[config.mk]
export PLATFORM = sky130hd
export DESIGN_NAME = control_unit_flat
export DESIGN_NICKNAME = d
export VERILOG_FILES = /design/src/rtl/control_unit_pkg.sv /design/src/rtl/control_unit_if.sv /design/src/rtl/control_unit_decoder.sv /design/src/rtl/control_unit.sv /design/src/flat_wrapper.sv
export SDC_FILE = /design/constraint.sdc
export NUM_CORES = 1
export LEC_CHECK = 0
export CORE_UTILIZATION = 41
export CTS_BUF_LIST = sky130_fd_sc_hd__clkbuf_8
export DETAILED_ROUTE_END_ITERATION = 8
export GPL_TIMING_DRIVEN = 0
export PLACE_DENSITY = 0.77
export SYNTH_ARGS = -nofsm -noshare
export SYNTH_HDL_FRONTEND = slang
export SYNTH_HIERARCHICAL = 1
export SYNTH_SLANG_ARGS = --single-unit
export TNS_END_PERCENT = 5
[constraint.sdc]
create_clock -name clk -period 4 [get_ports clk]
set_input_delay 0.8 -clock clk [delete_from_list [all_inputs] [get_ports clk]]
set_output_delay 0.8 -clock clk [all_outputs]
set_load 0.005 [all_outputs]
[src/rtl/control_unit_pkg.sv]
// Shared definitions for the control unit: widths, instruction field
// positions, opcode values, FSM states and the decoded control word.
package control_unit_pkg;

    localparam int DATA_WIDTH      = 8;
    localparam int PC_BITS         = 6;
    localparam int OPERATION_WIDTH = 3;
    localparam int INSTR_WIDTH     = 13 + DATA_WIDTH;

    // Instruction field positions: opc | fn | dd | aa | bb | imm
    localparam int OPC_MSB = INSTR_WIDTH - 1;
    localparam int OPC_LSB = INSTR_WIDTH - 4;
    localparam int FN_MSB  = OPC_LSB - 1;
    localparam int FN_LSB  = OPC_LSB - OPERATION_WIDTH;
    localparam int DD_MSB  = FN_LSB - 1;
    localparam int DD_LSB  = FN_LSB - 2;
    localparam int AA_MSB  = DD_LSB - 1;
    localparam int AA_LSB  = DD_LSB - 2;
    localparam int BB_MSB  = AA_LSB - 1;
    localparam int BB_LSB  = AA_LSB - 2;
    localparam int IMM_MSB = DATA_WIDTH - 1;
    localparam int IMM_LSB = 0;

    // Opcodes; 11..14 are undefined and trap as illegal
    localparam logic [3:0] OPC_NOP    = 4'd0;
    localparam logic [3:0] OPC_ALU_RR = 4'd1;
    localparam logic [3:0] OPC_ALU_RI = 4'd2;
    localparam logic [3:0] OPC_LD     = 4'd3;
    localparam logic [3:0] OPC_ST     = 4'd4;
    localparam logic [3:0] OPC_STI    = 4'd5;
    localparam logic [3:0] OPC_JMP    = 4'd6;
    localparam logic [3:0] OPC_BZ     = 4'd7;
    localparam logic [3:0] OPC_BNZ    = 4'd8;
    localparam logic [3:0] OPC_BC     = 4'd9;
    localparam logic [3:0] OPC_BN     = 4'd10;
    localparam logic [3:0] OPC_HALT   = 4'd15;

    typedef enum logic [1:0] {
        S_FETCH = 2'd0,
        S_EXEC  = 2'd1,
        S_HALT  = 2'd2
    } state_t;

    // Latched ALU flags used by conditional branches
    typedef struct packed {
        logic z;
        logic c;
        logic n;
    } flags_t;

    // Decoded control word for the instruction held in IR
    typedef struct packed {
        logic load_enable;
        logic write_ram_enable;
        logic mb_select;
        logic md_select;
        logic flag_write;
        logic branch;
        logic halt;
        logic illegal;
    } ctrl_t;

    function automatic logic [3:0] instr_opcode(input logic [INSTR_WIDTH-1:0] instr);
        return instr[OPC_MSB:OPC_LSB];
    endfunction

endpackage

[src/rtl/control_unit_if.sv]
// Bus between the control unit, the instruction ROM and data_unit.
interface control_unit_if;
    import control_unit_pkg::*;

    logic [PC_BITS-1:0]         instr_addr;
    logic [INSTR_WIDTH-1:0]     instr_data;
    logic                       zero_flag;
    logic                       carrier_flag;
    logic                       negative_flag;
    logic                       load_enable;
    logic                       write_ram_enable;
    logic [OPERATION_WIDTH-1:0] operation_select;
    logic [1:0]                 destination_select;
    logic [1:0]                 a_select;
    logic [1:0]                 b_select;
    logic [DATA_WIDTH-1:0]      constant_in;
    logic                       mb_select;
    logic                       md_select;
    logic                       halted;
    logic                       illegal_instr;

    // Control unit side
    modport master (
        output instr_addr,
        input  instr_data,
        input  zero_flag,
        input  carrier_flag,
        input  negative_flag,
        output load_enable,
        output write_ram_enable,
        output operation_select,
        output destination_select,
        output a_select,
        output b_select,
        output constant_in,
        output mb_select,
        output md_select,
        output halted,
        output illegal_instr
    );

    // ROM / data_unit side
    modport slave (
        input  instr_addr,
        output instr_data,
        output zero_flag,
        output carrier_flag,
        output negative_flag,
        input  load_enable,
        input  write_ram_enable,
        input  operation_select,
        input  destination_select,
        input  a_select,
        input  b_select,
        input  constant_in,
        input  mb_select,
        input  md_select,
        input  halted,
        input  illegal_instr
    );

endinterface

[src/rtl/control_unit_decoder.sv]
// Combinational instruction decoder: opcode plus latched flags to the
// control word, including branch resolution and the illegal-opcode trap.
module control_unit_decoder
    import control_unit_pkg::*;
(
    input  logic [3:0] opc,
    input  flags_t     flags,
    output ctrl_t      ctrl
);

    // Opcode decode; anything not listed is an undefined opcode
    always_comb begin
        ctrl = '0;
        case (opc)
            OPC_NOP: ;
            OPC_ALU_RR: begin
                ctrl.load_enable = 1'b1;
                ctrl.flag_write  = 1'b1;
            end
            OPC_ALU_RI: begin
                ctrl.load_enable = 1'b1;
                ctrl.mb_select   = 1'b1;
                ctrl.flag_write  = 1'b1;
            end
            OPC_LD: begin
                ctrl.load_enable = 1'b1;
                ctrl.md_select   = 1'b1;
            end
            OPC_ST: begin
                ctrl.write_ram_enable = 1'b1;
            end
            OPC_STI: begin
                ctrl.write_ram_enable = 1'b1;
                ctrl.mb_select        = 1'b1;
            end
            OPC_JMP:  ctrl.branch = 1'b1;
            OPC_BZ:   ctrl.branch = flags.z;
            OPC_BNZ:  ctrl.branch = ~flags.z;
            OPC_BC:   ctrl.branch = flags.c;
            OPC_BN:   ctrl.branch = flags.n;
            OPC_HALT: ctrl.halt   = 1'b1;
            default:  ctrl.illegal = 1'b1;
        endcase
    end

endmodule

[src/rtl/control_unit.sv]
// Fetch/execute sequencer in front of data_unit. Holds PC, IR and the
// latched flag register; drives data_unit controls from IR and gates the
// two write enables so they can only be high during EXECUTE.
module control_unit
    import control_unit_pkg::*;
(
    input  logic           clk,
    input  logic           reset,
    control_unit_if.master bus
);

    localparam logic [PC_BITS-1:0] PC_ONE = 1;

    state_t                 state_reg;
    logic [PC_BITS-1:0]     pc_reg;
    logic [INSTR_WIDTH-1:0] ir_reg;
    flags_t                 flags_reg;
    flags_t                 flags_in;
    logic                   halted_reg;
    logic                   executing;
    ctrl_t                  ctrl;

    assign flags_in = '{z: bus.zero_flag, c: bus.carrier_flag, n: bus.negative_flag};

    control_unit_decoder u_decoder (
        .opc   (instr_opcode(ir_reg)),
        .flags (flags_reg),
        .ctrl  (ctrl)
    );

    // Sequencer: fetch into IR, then execute (branch, flag latch, halt)
    always_ff @(posedge clk or posedge reset) begin
        if (reset) begin
            state_reg  <= S_FETCH;
            pc_reg     <= '0;
            ir_reg     <= '0;
            flags_reg  <= '0;
            halted_reg <= 1'b0;
        end else begin
            case (state_reg)
                S_FETCH: begin
                    ir_reg    <= bus.instr_data;
                    pc_reg    <= pc_reg + PC_ONE;
                    state_reg <= S_EXEC;
                end
                S_EXEC: begin
                    // A taken branch replaces the increment done at fetch
                    if (ctrl.branch) begin
                        pc_reg <= ir_reg[IMM_LSB +: PC_BITS];
                    end
                    // Only ALU instructions update the flags a branch will test
                    if (ctrl.flag_write) begin
                        flags_reg <= flags_in;
                    end
                    if (ctrl.halt) begin
                        state_reg  <= S_HALT;
                        halted_reg <= 1'b1;
                    end else begin
                        state_reg <= S_FETCH;
                    end
                end
                S_HALT: begin
                    state_reg <= S_HALT;
                end
                default: begin
                    state_reg <= S_FETCH;
                end
            endcase
        end
    end

    // Enables follow the state register, so an asynchronous reset removes
    // them immediately and an in-flight write never commits
    assign executing = (state_reg == S_EXEC);

    assign bus.instr_addr         = pc_reg;
    assign bus.load_enable        = executing & ctrl.load_enable;
    assign bus.write_ram_enable   = executing & ctrl.write_ram_enable;
    assign bus.illegal_instr      = executing & ctrl.illegal;
    assign bus.halted             = halted_reg;
    assign bus.operation_select   = ir_reg[FN_MSB:FN_LSB];
    assign bus.destination_select = ir_reg[DD_MSB:DD_LSB];
    assign bus.a_select           = ir_reg[AA_MSB:AA_LSB];
    assign bus.b_select           = ir_reg[BB_MSB:BB_LSB];
    assign bus.constant_in        = ir_reg[IMM_MSB:IMM_LSB];
    assign bus.mb_select          = ctrl.mb_select;
    assign bus.md_select          = ctrl.md_select;

endmodule

[src/flat_wrapper.sv]
// flat-port wrapper written by rule: the top's interface ports become plain ports
module control_unit_flat import control_unit_pkg::*;
  (clk, reset, bus_instr_addr, bus_instr_data, bus_zero_flag, bus_carrier_flag, bus_negative_flag, bus_load_enable, bus_write_ram_enable, bus_operation_select, bus_destination_select, bus_a_select, bus_b_select, bus_constant_in, bus_mb_select, bus_md_select, bus_halted, bus_illegal_instr);
  control_unit_if bus_i ();
  input  logic clk;
  input  logic reset;
  output wire logic [$bits(bus_i.instr_addr)-1:0] bus_instr_addr;
  input wire logic [$bits(bus_i.instr_data)-1:0] bus_instr_data;
  input wire logic [$bits(bus_i.zero_flag)-1:0] bus_zero_flag;
  input wire logic [$bits(bus_i.carrier_flag)-1:0] bus_carrier_flag;
  input wire logic [$bits(bus_i.negative_flag)-1:0] bus_negative_flag;
  output wire logic [$bits(bus_i.load_enable)-1:0] bus_load_enable;
  output wire logic [$bits(bus_i.write_ram_enable)-1:0] bus_write_ram_enable;
  output wire logic [$bits(bus_i.operation_select)-1:0] bus_operation_select;
  output wire logic [$bits(bus_i.destination_select)-1:0] bus_destination_select;
  output wire logic [$bits(bus_i.a_select)-1:0] bus_a_select;
  output wire logic [$bits(bus_i.b_select)-1:0] bus_b_select;
  output wire logic [$bits(bus_i.constant_in)-1:0] bus_constant_in;
  output wire logic [$bits(bus_i.mb_select)-1:0] bus_mb_select;
  output wire logic [$bits(bus_i.md_select)-1:0] bus_md_select;
  output wire logic [$bits(bus_i.halted)-1:0] bus_halted;
  output wire logic [$bits(bus_i.illegal_instr)-1:0] bus_illegal_instr;
  assign bus_instr_addr = bus_i.instr_addr;
  assign bus_i.instr_data = bus_instr_data;
  assign bus_i.zero_flag = bus_zero_flag;
  assign bus_i.carrier_flag = bus_carrier_flag;
  assign bus_i.negative_flag = bus_negative_flag;
  assign bus_load_enable = bus_i.load_enable;
  assign bus_write_ram_enable = bus_i.write_ram_enable;
  assign bus_operation_select = bus_i.operation_select;
  assign bus_destination_select = bus_i.destination_select;
  assign bus_a_select = bus_i.a_select;
  assign bus_b_select = bus_i.b_select;
  assign bus_constant_in = bus_i.constant_in;
  assign bus_mb_select = bus_i.mb_select;
  assign bus_md_select = bus_i.md_select;
  assign bus_halted = bus_i.halted;
  assign bus_illegal_instr = bus_i.illegal_instr;
  control_unit u_core (.clk(clk), .reset(reset), .bus(bus_i));
endmodule
==> results of run 1 <==
## layout make-up
cell class	instances	area, sq um	area share
Sequential cell	33	825.8	0.3376
Multi-Input combinational cell	89	666.9	0.2726
Timing Repair Buffer	55	568.0	0.2322
Buffer	22	177.7	0.07263
Clock buffer	6	82.58	0.03376
Tap cell	50	62.56	0.02558
Clock inverter	2	33.78	0.01381
Inverter	7	28.78	0.01176
## final timing paths
kind                                            end         startpoint
max in group asynchronous  u_core/bus.instr_addr[5]              reset
max reg2reg                u_core/bus.instr_addr[5]  u_core/ir_reg[19]
min reg2reg                       u_core/bus.halted  u_core/bus.halted
max                               bus_illegal_instr  u_core/ir_reg[18]
min in group asynchronous         u_core/ir_reg[11]              reset
min                               u_core/bus.halted  u_core/bus.halted
## critical path, cell delays in order (launching register included)
cell and delay, ps:
dfrtp_1 470, nand2_1 150, xnor2_1 140, and2_1 120, and2_1 110, clkdlybuf4s50_1 490
## power groups by stage
stage / Combinational (uW) / Sequential (uW) / Clock [uW]
floorplan: 727 / 621 / 0
global placement: 1110 / 650 / 0
detailed placement: 1130 / 654 / 0
CTS: 1130 / 650 / 331
global route: 1230 / 681 / 344
finish: 1120 / 649 / 321
## kinds of logic after synthesis
| logic type | count (synthesis) | share of synthesized area |
|---|---|---|
| compound gates | 25 | 0.09867 |
| flops | 33 | 0.4860 |
| simple gates | 38 | 0.1223 |
| buf+inv | 29 | 0.1215 |
| fa+ha+maj | 1 | 0.007363 |
| mux | 24 | 0.1591 |
| xor+xnor | 1 | 0.005156 |
## routing by layer
layer | part of all wire | wire length, um | vias up | global-route usage
met1 | 0.43 | 1386 | 598 | 0.2162
met4 | 0.017 | 55 | 0 | 0.08777
met3 | 0.087 | 281 | 6 | 0.05862
li1 | - | - | 631 | -
met2 | 0.47 | 1503 | 47 | 0.2526
met5 | 0 | 0 | - | 0
## layout by cell type, fill, tap and decap left out, types with 2 or more instances in the layout
master           netlist  layout
dfrtp_1               33      33
nand2b_1               3       3
a31oi_1                2       2
nor3_1                 2       2
a2bb2oi_1              3       3
o22ai_1                4       4
a21oi_1                5       5
mux2_2                15      15
mux2_1                 9       9
clkdlybuf4s50_1        0      54
inv_1                  6       6
and2_1                 5       5
buf_4                 17      17
buf_6                  4       4
nand2_1               11      11
o21ai_0                5       5
o211ai_1               2       2
clkbuf_8               0       6
nor2_1                 6       6
## per-stage QoR
stage            util  instance area [sq um]  cells
3_5_place_dp   0.5755                   2302    255
6_report       0.6115                   2446    264
3_3_place_gp   0.5755                   2302    255
4_1_cts        0.6046                   2419    263
5_1_grt        0.6115                   2446    264
2_1_floorplan       -                   1699    151
==> impl_metrics.env, run 1 <==
export IMPL_clock_fmax_ghz=0.3904
export IMPL_cts_tree="built"
export IMPL_post_drt_wl_per_cell_um=12.22
export IMPL_synthArstFlopShare=1.000
export IMPL_power_total_uw=2090
export IMPL_avgViaCountPerCell=4.856
export IMPL_place_congestion=0.8033
export IMPL_yosysMostFrequentCell="dfrtp_1"
export IMPL_finalSetupTns_ps=0
export IMPL_pre_cts_ws_ps=1678
export IMPL_largest_reg_flops=21
export IMPL_min_period_over_period=0.6403
export IMPL_portBuffers=54
export IMPL_place_hpwl_mm=2.391
export IMPL_cts_setup_buffers=0
export IMPL_r2r_cells=7
export IMPL_grt_pass1_vias=1239
export IMPL_grt_use_total=0.1697
export IMPL_area_delta_synth_final_pct=43.96
export IMPL_endpoint_kind="output pin"
export IMPL_floorplan_initialDensity=0.4248
export IMPL_clkPwrFrac=0.153
export IMPL_cts_made_buffers=5
export IMPL_rsz0062_at_grt="false"
export IMPL_internal_power_uw=1430
export IMPL_outcome="finished clean"
export IMPL_synthesis_area_sq_um=1699
export IMPL_post_route_min_period_ps=2561
export IMPL_drc_errors=0
export IMPL_netlist_top_cells_area="dfrtp_1 49%, mux2_2 9.9%, buf_4 7.5%"
export IMPL_drt_pass1_iter_count=4
export IMPL_drive_above_1_share=0.2336
export IMPL_root_buffer="clkbuf_8"
export IMPL_grt_max_degree=34
export IMPL_finClkSkew_ps=5.847
export IMPL_slew_headroom=0.5604
export IMPL_syn_inst=151
export IMPL_maxSlewViolCount=0
export IMPL_antenna_found_initial=0
export IMPL_rows=23
export IMPL_synth_seq_area_share=0.4860
export IMPL_ioPinCount=55
export IMPL_coreArea_sq_um=4000
export IMPL_p_switching_uw=660.8
export IMPL_clk_latency_ps=280
export IMPL_power_density_nw_per_um2=854.6
export IMPL_drt_iter0_markers=34
export IMPL_power_sequential_fraction=0.310
export IMPL_synth_distinct_cells=36
export IMPL_yosys_top_cells_count="33 x dfrtp_1, 17 x buf_4, 15 x mux2_2, 11 x nand2_1, 9 x mux2_1"
export IMPL_synthFlopType="dfrtp_1"
export IMPL_syn_nets=178
export IMPL_wirelength_mm=3.227
export IMPL_critPathLaunchType="flop"
export IMPL_drv_cap=0
export IMPL_vias=1282
export IMPL_hold_buffers=0
export IMPL_n_fill_cell=351
export IMPL_syn_area_per_cell_sq_um=11.25
export IMPL_rrSetupSlack_ps=2120
export IMPL_yosysWarnings=6
export IMPL_setup_ws_ps=1439
export IMPL_power_leakage_uw=0.001034
export IMPL_setup_viol=0
export IMPL_synth_top_area_cell="dfrtp_1"
export IMPL_fin_nets=240
export IMPL_hold_violations=0
export IMPL_ir_drop_mv=0.4023
export IMPL_worstPathMaxFanout=8
export IMPL_crit_type="flop to output pin"
export IMPL_clock_path_buffers=2
export IMPL_grt_pass1_wl_mm=5.464
export IMPL_cp_arrival_ps=1760
export IMPL_n_antenna_cell=0
export IMPL_clk_pin_slew_ps=70
export IMPL_hold_class="flop to flop"
export IMPL_ys_ff_latch=33
export IMPL_fp_dieH_um=66.38
export IMPL_worst_pin_slew_ps=655.4
export IMPL_sw_frac_of_total=0.3161
export IMPL_fp_dieW_um=66.38
export IMPL_cts_resized=0
export IMPL_die_area_sq_um=4406
export IMPL_combPwrFrac=0.536
export IMPL_whs_path_depth=1
export IMPL_ant_nets=0
export IMPL_numClockSinks=33
export IMPL_cts_htree_levels=2
export IMPL_synth_edf_count=0
export IMPL_yosys_area_top_type_share=0.4860
export IMPL_gr_total_overflow=0
export IMPL_cp_data_required_time_ps=3200
export IMPL_worst_hold_slack_ps=464.1
Power figures use the tool's default switching activity.
==> run 2, diff against run 1 <==
Clock period 4 ns to 2.66 ns, I/O delays scaled along.
==> results of run 2 <==
Same layout as run 1 (identical final DEF). Status: finished clean.
Among the figures that moved: setup slack after placement 1678 ps -> 605.8 ps; setup slack after layout 1439 ps -> 366.8 ps; register-to-register setup slack 2120 ps -> 780 ps; total power 2090 uW -> 3144 uW; worst IR drop on VDD 0.4023 mV -> 0.6049 mV
==> run 3, diff against run 2 <==
Settings changed: CORE_ASPECT_RATIO from default to 1.4, HOLD_SLACK_MARGIN from default to 0.08.
==> run 3 against run 2 <==
First-iteration DRC count decreased by 56%. Global-route usage decreased by 0.31 points. Sequential power increased by 0.8%. Power decreased by 1.6%. Final cell count decreased by 2.7%. Clock-buffer cell count increased by 1. Setup slack improved by 29 ps. Die area about the same. Via count increased by 3.2%. Routed wire length increased by 6.0%. Combinational power about the same. Fmax increased by 1.3%. Critical path type unchanged.
==> impl_metrics.env, run 3 (synthesized netlist as in run 1, its figures left out) <==
export IMPL_clk_pin_slew_ps=70
export IMPL_worstPathMaxFanout=8
export IMPL_rows=27
export IMPL_floorplan_initialDensity=0.4299
export IMPL_hold_class="flop to flop"
export IMPL_power_total_uw=3094
export IMPL_cts_resized=0
export IMPL_rsz0062_at_grt="false"
export IMPL_cts_setup_buffers=0
export IMPL_place_hpwl_mm=2.537
export IMPL_drt_iter0_markers=15
export IMPL_slowest_stage="clkdlybuf4s50_1"
export IMPL_outcome="finished clean"
export IMPL_maxSlewViolCount=0
export IMPL_area_delta_synth_final_pct=42.56
export IMPL_worst_hold_slack_ps=467.0
export IMPL_clk_latency_ps=280
export IMPL_place_congestion=0.8349
export IMPL_power_sequential_fraction=0.318
export IMPL_layout_common_cells="54 x clkdlybuf4s50_1, 33 x dfrtp_1, 17 x buf_4"
export IMPL_cts_made_buffers=5
export IMPL_min_period_over_period=0.8513
export IMPL_pre_cts_ws_ps=635.9
export IMPL_portBuffers=54
export IMPL_root_buffer="clkbuf_8"
export IMPL_setup_viol=0
export IMPL_fp_dieW_um=56.41
export IMPL_setup_ws_ps=395.6
export IMPL_cp_common_cell="and2_1"
export IMPL_coreArea_sq_um=3953
export IMPL_die_area_sq_um=4409
export IMPL_crit_type="flop to output pin"
export IMPL_drive_above_1_share=0.2383
export IMPL_post_route_min_period_ps=2264
export IMPL_wirelength_mm=3.420
export IMPL_path_cells="nand2_1 > xnor2_1 > and2_1 > and2_1 > clkdlybuf4s50_1"
export IMPL_grt_use_total=0.1666
export IMPL_numClockSinks=33
export IMPL_clkPwrFrac=0.133
export IMPL_grt_pass1_vias=1338
export IMPL_fp_dieH_um=78.17
export IMPL_slew_headroom=0.7549
export IMPL_fin_nets=240
export IMPL_combPwrFrac=0.550
export IMPL_cts_tree="built"
export IMPL_ir_drop_mv=0.7235
export IMPL_sw_frac_of_total=0.3262
export IMPL_clock_path_buffers=2
export IMPL_power_leakage_uw=0.001025
export IMPL_endpoint_kind="output pin"
export IMPL_antenna_found_initial=0
export IMPL_critPathLaunchType="flop"
export IMPL_internal_power_uw=2085
export IMPL_ioPinCount=55
export IMPL_ant_nets=0
export IMPL_finClkSkew_ps=6.912
export IMPL_largest_reg_flops=21
export IMPL_final_common_cell="clkdlybuf4s50_1"
export IMPL_drc_errors=0
export IMPL_p_switching_uw=1009
export IMPL_cts_htree_levels=2
export IMPL_post_drt_wl_per_cell_um=13.31
export IMPL_worst_pin_slew_ps=365.3
export IMPL_power_density_nw_per_um2=1277
export IMPL_grt_pass1_wl_mm=5.630
export IMPL_holdCritStartpoint="u_core/bus.halted"
export IMPL_cp_arrival_ps=1730
export IMPL_hold_violations=0
export IMPL_vias=1323
export IMPL_grt_max_degree=34
export IMPL_finalSetupTns_ps=0
export IMPL_cp_startpoint="u_core/ir_reg[18]"
export IMPL_clock_fmax_ghz=0.4416
export IMPL_n_antenna_cell=0
export IMPL_drt_pass1_iter_count=4
export IMPL_cpPeakStageDelay_ps=490
export IMPL_avgViaCountPerCell=5.148
export IMPL_hold_buffers=0
export IMPL_cp_data_required_time_ps=2130
export IMPL_r2r_start="u_core/ir_reg[20]"
export IMPL_drv_cap=0
export IMPL_gr_total_overflow=0
## run 3: cell count changes in the layout (fill, tap and decap cells not counted), sizes merged
| cell | delta |
|---|---|
| bufinv | -1 |
| clkbuf | +1 |
| clkinv | +1 |
| inv | -1 |
## run 3: final cells by class
| class | instances | area [sq um] |
|---|---|---|
| clock inverter | 1 | 5.005 |
| tap | 43 | 53.80 |
| multi-input combinational | 89 | 666.9 |
| buffer | 22 | 177.7 |
| clock buffer | 7 | 96.34 |
| fill | 332 | 1530 |
| inverter | 7 | 28.78 |
| timing repair buffer | 55 | 568.0 |
| sequential | 33 | 825.8 |
## run 3: stage by stage
stage	cell area, sq um	utilization	std cells
2_1_floorplan	1699	-	151
3_3_place_gp	2293	0.5802	248
3_5_place_dp	2293	0.5802	248
4_1_cts	2395	0.6059	256
5_1_grt	2422	0.6129	257
6_report	2422	0.6129	257
## run 3: worst paths after layout
| check | slack, ps | end | cells after the start |
|---|---|---|---|
| worst max register to register | 860 | u_core/bus.instr_addr[5] | 6 |
| worst min register to register | 470 | u_core/bus.halted | 1 |
| worst max-delay path | 400 | bus_illegal_instr | 5 |
| worst min-delay path | 470 | u_core/bus.halted | 1 |
| min in group asynchronous | 480 | u_core/ir_reg[13] | 2 |
| max in group asynchronous | 1770 | u_core/state_reg[1] | 3 |
## run 3: power groups by stage
stage	registers [uW]	clock network, uW	logic [uW]
after floorplan	934	0	1090
after global placement	983	0	1670
after detailed placement	990	0	1700
after CTS	985	422	1710
after global routing	1020	440	1860
final	984	410	1700
## run 3: metal layers
| layer | GRT usage | wire length, um | up-vias |
|---|---|---|---|
| met5 | 0 | 0 | - |
| met4 | 0.09268 | 116 | 0 |
| met3 | 0.06425 | 241 | 15 |
| met2 | 0.2821 | 1760 | 47 |
| met1 | 0.1754 | 1300 | 632 |
| li1 | - | - | 629 |
## run 3: critical path, delay by kind of cell, from the launching register on
| kind | cells | cell delay [ps] |
|---|---|---|
| buffers and inverters | 1 | 490 |
| XOR/XNOR | 1 | 140 |
| AND/OR/NAND/NOR | 3 | 380 |
| flip-flops | 1 | 450 |
